## src/rtl/ex_mem_pipeline_register.sv

```systemverilog
// EX/MEM pipeline stage register.
// Registers the ALU result, store data, branch target and EX-stage control,
// resolves beq/bne into a one-cycle BranchTaken pulse and keeps a saturating
// debug count of taken branches. Flush inserts a bubble; Stall holds the stage.
// Every output comes straight from a flop, so there is no input-to-output path.
module ex_mem_pipeline_register #(
    parameter int DATA_WIDTH     = 32,
    parameter int REG_ADDR_WIDTH = 5,
    parameter int COUNT_WIDTH    = 16
) (
    input  logic                      Clk,
    input  logic                      Rst,
    input  logic                      Stall,
    input  logic                      Flush,
    input  logic                      InValid,
    input  logic [DATA_WIDTH-1:0]     ALUResult,
    input  logic                      Zero,
    input  logic [DATA_WIDTH-1:0]     BranchAddr,
    input  logic [DATA_WIDTH-1:0]     RtData,
    input  logic [REG_ADDR_WIDTH-1:0] WriteReg,
    input  logic                      RegWrite,
    input  logic                      MemRead,
    input  logic                      MemWrite,
    input  logic                      MemToReg,
    input  logic                      Branch,
    input  logic                      BranchNe,
    output logic                      OutValid,
    output logic [DATA_WIDTH-1:0]     ALUResultOut,
    output logic [DATA_WIDTH-1:0]     RtDataOut,
    output logic [DATA_WIDTH-1:0]     BranchTargetOut,
    output logic [REG_ADDR_WIDTH-1:0] WriteRegOut,
    output logic                      RegWriteOut,
    output logic                      MemReadOut,
    output logic                      MemWriteOut,
    output logic                      MemToRegOut,
    output logic                      BranchTaken,
    output logic [COUNT_WIDTH-1:0]    TakenCount
);

    localparam logic [COUNT_WIDTH-1:0] CNT_MAX = '1;
    localparam logic [COUNT_WIDTH-1:0] CNT_ONE = COUNT_WIDTH'(1);

    // Stage contents that travel together down the pipe.
    typedef struct packed {
        logic                      valid;
        logic [DATA_WIDTH-1:0]     alu;
        logic [DATA_WIDTH-1:0]     rt;
        logic [DATA_WIDTH-1:0]     tgt;
        logic [REG_ADDR_WIDTH-1:0] wreg;
        logic                      reg_wr;
        logic                      mem_rd;
        logic                      mem_wr;
        logic                      mem2reg;
    } stage_t;

    stage_t                   stage_q, stage_d;
    logic                     taken_q, taken_d;
    logic [COUNT_WIDTH-1:0]   cnt_q, cnt_d;
    logic                     taken;

    // Branch resolution; beq|bne together acts as an unconditional branch.
    always_comb begin
        taken = InValid & ((Branch & Zero) | (BranchNe & ~Zero));
    end

    // Next-state: flush beats stall beats load.
    always_comb begin
        stage_d = stage_q;
        taken_d = 1'b0;
        cnt_d   = cnt_q;
        if (Flush) begin
            stage_d = '0;
        end else if (!Stall) begin
            stage_d.valid   = InValid;
            stage_d.alu     = ALUResult;
            stage_d.rt      = RtData;
            stage_d.tgt     = BranchAddr;
            stage_d.wreg    = WriteReg;
            // Invalid instructions and writes to $zero never reach the RF.
            stage_d.reg_wr  = RegWrite & InValid & (WriteReg != '0);
            stage_d.mem_rd  = MemRead & InValid;
            stage_d.mem_wr  = MemWrite & InValid;
            stage_d.mem2reg = MemToReg & InValid;
            taken_d         = taken;
            if (taken && (cnt_q != CNT_MAX)) begin
                cnt_d = cnt_q + CNT_ONE;
            end
        end
    end

    // Stage state registers with asynchronous clear.
    always_ff @(posedge Clk or negedge Rst) begin
        if (!Rst) begin
            stage_q <= '0;
            taken_q <= 1'b0;
            cnt_q   <= '0;
        end else begin
            stage_q <= stage_d;
            taken_q <= taken_d;
            cnt_q   <= cnt_d;
        end
    end

    assign OutValid        = stage_q.valid;
    assign ALUResultOut    = stage_q.alu;
    assign RtDataOut       = stage_q.rt;
    assign BranchTargetOut = stage_q.tgt;
    assign WriteRegOut     = stage_q.wreg;
    assign RegWriteOut     = stage_q.reg_wr;
    assign MemReadOut      = stage_q.mem_rd;
    assign MemWriteOut     = stage_q.mem_wr;
    assign MemToRegOut     = stage_q.mem2reg;
    assign BranchTaken     = taken_q;
    assign TakenCount      = cnt_q;

endmodule

```

## config.mk

```make
export PLATFORM = sky130hd
export DESIGN_NAME = ex_mem_pipeline_register
export DESIGN_NICKNAME = d
export VERILOG_FILES = /design/src/rtl/ex_mem_pipeline_register.sv
export SDC_FILE = /design/constraint.sdc
export NUM_CORES = 1
export LEC_CHECK = 0
export ABC_AREA = 1
export CORE_ASPECT_RATIO = 2
export CORE_MARGIN = 4
export CORE_UTILIZATION = 43
export DETAILED_ROUTE_END_ITERATION = 7
export PLACE_DENSITY = 0.79
export SLEW_MARGIN = 0
export SYNTH_ARGS = -nofsm -noshare
export SYNTH_HDL_FRONTEND = slang
export SYNTH_SLANG_ARGS = --single-unit
```

## constraint.sdc

```tcl
create_clock -name Clk -period 1.57 [get_ports Clk]
set_input_delay 0.471 -clock Clk [delete_from_list [all_inputs] [get_ports Clk]]
set_output_delay 0.471 -clock Clk [all_outputs]
set_load 0.01 [all_outputs]
```

Word level (Yosys, flattened, before mapping)
Index checks and enable logic that the tools add are counted.
{"block": "totals", "register_bits": 123}
{"block": "classes", "bitwise_logic": 12, "n_eq_ne": 2, "add_sub_neg": 1, "n_reduce_logical": 3, "mux": 4}
{"operator": "$mux W106", "count": 2}
{"operator": "$add A16 B1 Y16 const B", "count": 1}
{"operator": "$ne A16 B16 Y1 const B", "count": 1}
{"operator": "$and A1 B1 Y1", "count": 8}
{"operator": "$reduce_bool A5 Y1", "count": 1}
{"operator": "$not A1 Y1", "count": 3}
{"operator": "$reduce_and A3 Y1", "count": 1}
{"operator": "$mux W1", "count": 2}
{"operator": "$ne A2 B1 Y1 const B", "count": 1}
{"operator": "$logic_and A1 B1 Y1", "count": 1}
{"operator": "$or A1 B1 Y1", "count": 1}

Logic depth before layout (Yosys ltp)
{"block": "logic_depth", "depth_word": 6, "depth_mapped": 10, "mapped_depth_nobuf": 9}

Least setup slack after synthesis
Ideal clock, no wire load.
{"block": "synth_path", "kind": "register to register", "start": "reg cnt_q[0] (netlist: TakenCount[0])", "end": "reg cnt_q[3] (netlist: TakenCount[3])", "path_stages_with_launch": 10, "arrival_time_ps": 1429, "path_buffers": 1, "setup_slack_ps": 25, "setup_time_ps": 117, "period_less_slack_ps": 1545, "path_cell_list": "dfrtp_1 ha_1 nand3_4 nor2_4 nand2_4 nand2_8 inv_4 buf_6 nand2_1 nand2_1"}
{"block": "synth_between", "elab_chain_len": 3}
{"element": "start, declared", "line_no": "58", "source": "logic [COUNT_WIDTH-1:0] cnt_q, cnt_d;"}
{"element": "start signal, assigned", "line_no": "100", "source": "cnt_q <= cnt_d;"}
{"element": "parallel branches: the longest is 3 deep, another holds $add A16 B1 Y16"}
Several ways; the timed one is not identified.
A chain may end at the register's enable or synchronous reset.

Worst setup path in the final report
{"block": "layout_path", "start": "reg stage_q, in the netlist RtDataOut[17]", "end": "out RtDataOut[17]"}
{"element": "start, declared", "line_no": "56", "source": "stage_t stage_q, stage_d;"}
{"element": "start signal, assigned", "line_no": "98", "source": "stage_q <= stage_d;"}
{"element": "end, declared", "line_no": "29", "source": "output logic [DATA_WIDTH-1:0] RtDataOut,"}
No word-level cell between the ends.

==> impl_results.md <==
* Status: complete, no violations
* Period utilization at 98.2%
* Die Span X at 87.6 microns
* Clk slew on worst S/H paths at 0.06 ns
* Reg2Reg Capture Point: TakenCount[6]$_DFFE_PN0P_
* WP depth at 1
* Post-place instance area at 8120 sq um
* CP Cell Sequence: dlygate4sd2_1
* VDD IR max at 784 uV
* Worst setup path category: flip-flop to output port
* Post-layout minimum cycle time at 1.54 ns
* CTS sink cnt at 123
* Critical Path Start Type: flip-flop
* Syn nets at 744
* Clock Root Buffer: clkbuf_16
* Clock buffer depth at 2
* I/O Buffers at 235
* Reg2reg path depth at 9
* Num CTS Buffers at 17
* DIE AREA at 14,700 sq um
* Worst-Margin Slew at 0.496 ns
* Vias at 5,643
* Share of cells above drive strength 1 at 11.7%
* Final hold vios at 0
* CTS tree: done
* DRT antenna net count at 0
* Final HPWL DP at 13,200 microns
* RR Startpoint: TakenCount[9]$_DFFE_PN0P_
* Comb power frac at 17.9%
* Internal Pwr Total at 6.78 mW
* P&R area growth vs syn at 61.6%
* Wire per inst at 17.9 microns
* Routed vias/inst at 5.39
* Critical Path AT at 1.07 ns
* H-tree Lvls at 4
* Reg power frac at 38.5%
* DR iter-0 viols at 354
* Setup_tns at 0 ns
* Sw Ratio at 26.4%
* Yosys warns at 0
* Yosys top cell area share at 56.4%
* Fillers at 974
* Vias in the first global route at 5,786
* Cell taking the most area after synthesis: dfrtp_1
* Worst Path Max Fanout at 2
* Die Y at 167 microns
* CP Capture Type: output port
* Synth Cell Area at 5450 sq um
* First-pass GRT wire length at 29,200 microns
* P_sw at 2.43 mW
* Post-route DRC at 0
* Initial antenna violation count at 1
* Critical path's largest stage delay at 0.38 ns
* Post-Route WL at 18,700 microns
* GP Congestion at 0.878
* Post-synthesis instance total at 630
* Dpl cells at 1,000
* Skew-Pair Late Insertion Delay at 0.41 ns
* PwrDens at 1050 nW/um^2
* Bufs and invs on worst path at 1
* Max-cap violations at 0
* Slew HR at 67.0%
* Maximum clock frequency at 0.648 GHz
* DRT Pass-1 Iters at 5
* Cell Rows at 58
* Hold WC Path Type: input port to async pin
* Tot GR Track Use at 25.7%
* Slowest library cell on the worst path: dfrtp_1
* R2r setup slk at 0.08 ns
* Clock power share at 43.6%
* Worst Path Required at 1.10 ns
* Fin area at 8810 sq um
* CTS Hold Bufs at 0
* Starting density of the core at 43.7%
* Register area share after synthesis at 56.4%
* Nets at 997
* Final setup vio count at 0
* Cell family with most CP delay: flip-flops
* Slew Viols, Final at 0
* Core area at 12,500 sq um
* Seq cells post-synth at 123
* Clk_skew at 0.00944 ns
* Total gr overflow at 0
* Area contributors post-synth: dfrtp_1, nand3_1, nand2_1
* Non-Filler Instances at 1,047
* Largest net degree at the start of global routing at 107
* Synth unique cells at 22
* Syn avg cell area at 8.66 sq um
* I/O Pins at 236
* Hold slack at 0.0518 ns
* Leakage at 4.40 nW
## flip-flops by register name, summed over array words and instances, names as in the netlist
name and cells:
WriteRegOut 5, TakenCount 16, OutValid 1, ALUResultOut 32
MemToRegOut 1, MemReadOut 1, RtDataOut 32, BranchTaken 1
MemWriteOut 1, RegWriteOut 1, BranchTargetOut 32
## metrics by stage
step	util, %	setup WS [ns]	power, mW
finish	70.6	0.0275	9.21
global route	70.6	-0.0653	9.57
CTS	69.9	0.0000522	9.23
detailed placement	65.1	-0.287	5.29
global placement	65.1	-0.274	5.24
floorplan	-	0.0245	4.19
## power groups by stage
| stage | Combinational [mW] | Sequential (mW) | Clock [mW] |
|---|---|---|---|
| after floorplan | 0.448 | 3.74 | 0 |
| after global placement | 1.65 | 3.59 | 0 |
| after detailed placement | 1.69 | 3.60 | 0 |
| after CTS | 1.62 | 3.54 | 4.07 |
| after global routing | 1.77 | 3.57 | 4.22 |
| final | 1.65 | 3.55 | 4.01 |
## worst max path at each step
stage                                          startpoint                         to  slack (ns)
after floorplan                 TakenCount[0]$_DFFE_PN0P_  TakenCount[3]$_DFFE_PN0P_        0.02
after global placement                               Zero  TakenCount[4]$_DFFE_PN0P_       -0.27
after detailed placement                            Flush  TakenCount[5]$_DFFE_PN0P_       -0.29
after CTS                 BranchTargetOut[20]$_DFFE_PN0P_        BranchTargetOut[20]     0.00005
after global routing            TakenCount[9]$_DFFE_PN0P_  TakenCount[1]$_DFFE_PN0P_       -0.07
final                           RtDataOut[17]$_DFFE_PN0P_              RtDataOut[17]        0.03
## cells in the mapped netlist
| cell | instances |
|---|---|
| nand4_1 | 9 |
| inv_1 | 22 |
| nand2_8 | 1 |
| buf_2 | 14 |
| nand2_1 | 172 |
| xnor2_1 | 6 |
| nand2_4 | 2 |
| a32o_1 | 3 |
| nor2_1 | 20 |
| dfrtp_1 | 123 |
| buf_1 | 12 |
| nand3_1 | 212 |
| or2_2 | 1 |
| buf_6 | 2 |
| clkbuf_1 | 18 |
| inv_2 | 1 |
| nor2_4 | 1 |
| nor2_8 | 1 |
| ha_1 | 1 |
| nand3_4 | 2 |
| inv_4 | 1 |
| o21ai_0 | 6 |
## logic make-up (layout without fill, tap and decap cells)
kind of cell | after synthesis | count (layout) | synth area share [%]
DFF | 123 | 123 | 56.4
buffers and inverters | 70 | 335 | 5.46
other | 0 | 1 | 0
and+or+nand+nor | 421 | 422 | 35.8
xor gates and xnor gates | 6 | 6 | 0.964
adders and majority gates | 1 | 1 | 0.229
AOI/OAI and AO/OA | 9 | 9 | 1.10
## layer usage
| metal | up-vias | GRT usage (%) | routed length [microns] |
|---|---|---|---|
| li1 | 2612 | - | - |
| met1 | 2688 | 27.0 | 6200 |
| met2 | 274 | 45.6 | 10400 |
| met3 | 69 | 5.66 | 1100 |
| met4 | 0 | 14.6 | 1020 |
| met5 | - | 0 | 0 |
## placed cells by master (no fill, tap or decap), types with 4 or more instances in the layout
master           instances
xnor2_1                  6
nand2_1                172
dfrtp_1                121
nor2_2                   4
nor2_1                  15
clkbuf_2                 8
clkbuf_16               17
buf_4                   38
o21ai_0                  6
clkdlybuf4s15_1        100
inv_1                   22
clkdlybuf4s50_1        110
buf_12                   8
nand3_1                212
dlygate4sd2_1           14
nand4_1                  9
## final cells by class
class	count	area, sq um	area share [%]
Sequential cell	123	3080	35.0
Timing Repair Buffer	279	2720	30.8
Multi-Input combinational cell	438	2120	24.1
Clock buffer	19	443	5.03
Tap cell	150	188	2.13
Clock inverter	13	166	1.89
Inverter	24	97.6	1.11
Antenna cell	1	2.50	0.0284
## repair_timing
item / 4_1_cts / 5_1_grt
setup buffers: 10 / 3
setup endpoints to repair: 123 / 68
pin swaps: 0 / 2
gates resized for setup: 189 / 63
cloned: 0 / 1
No activity file was read; power rests on OpenSTA's default activity.
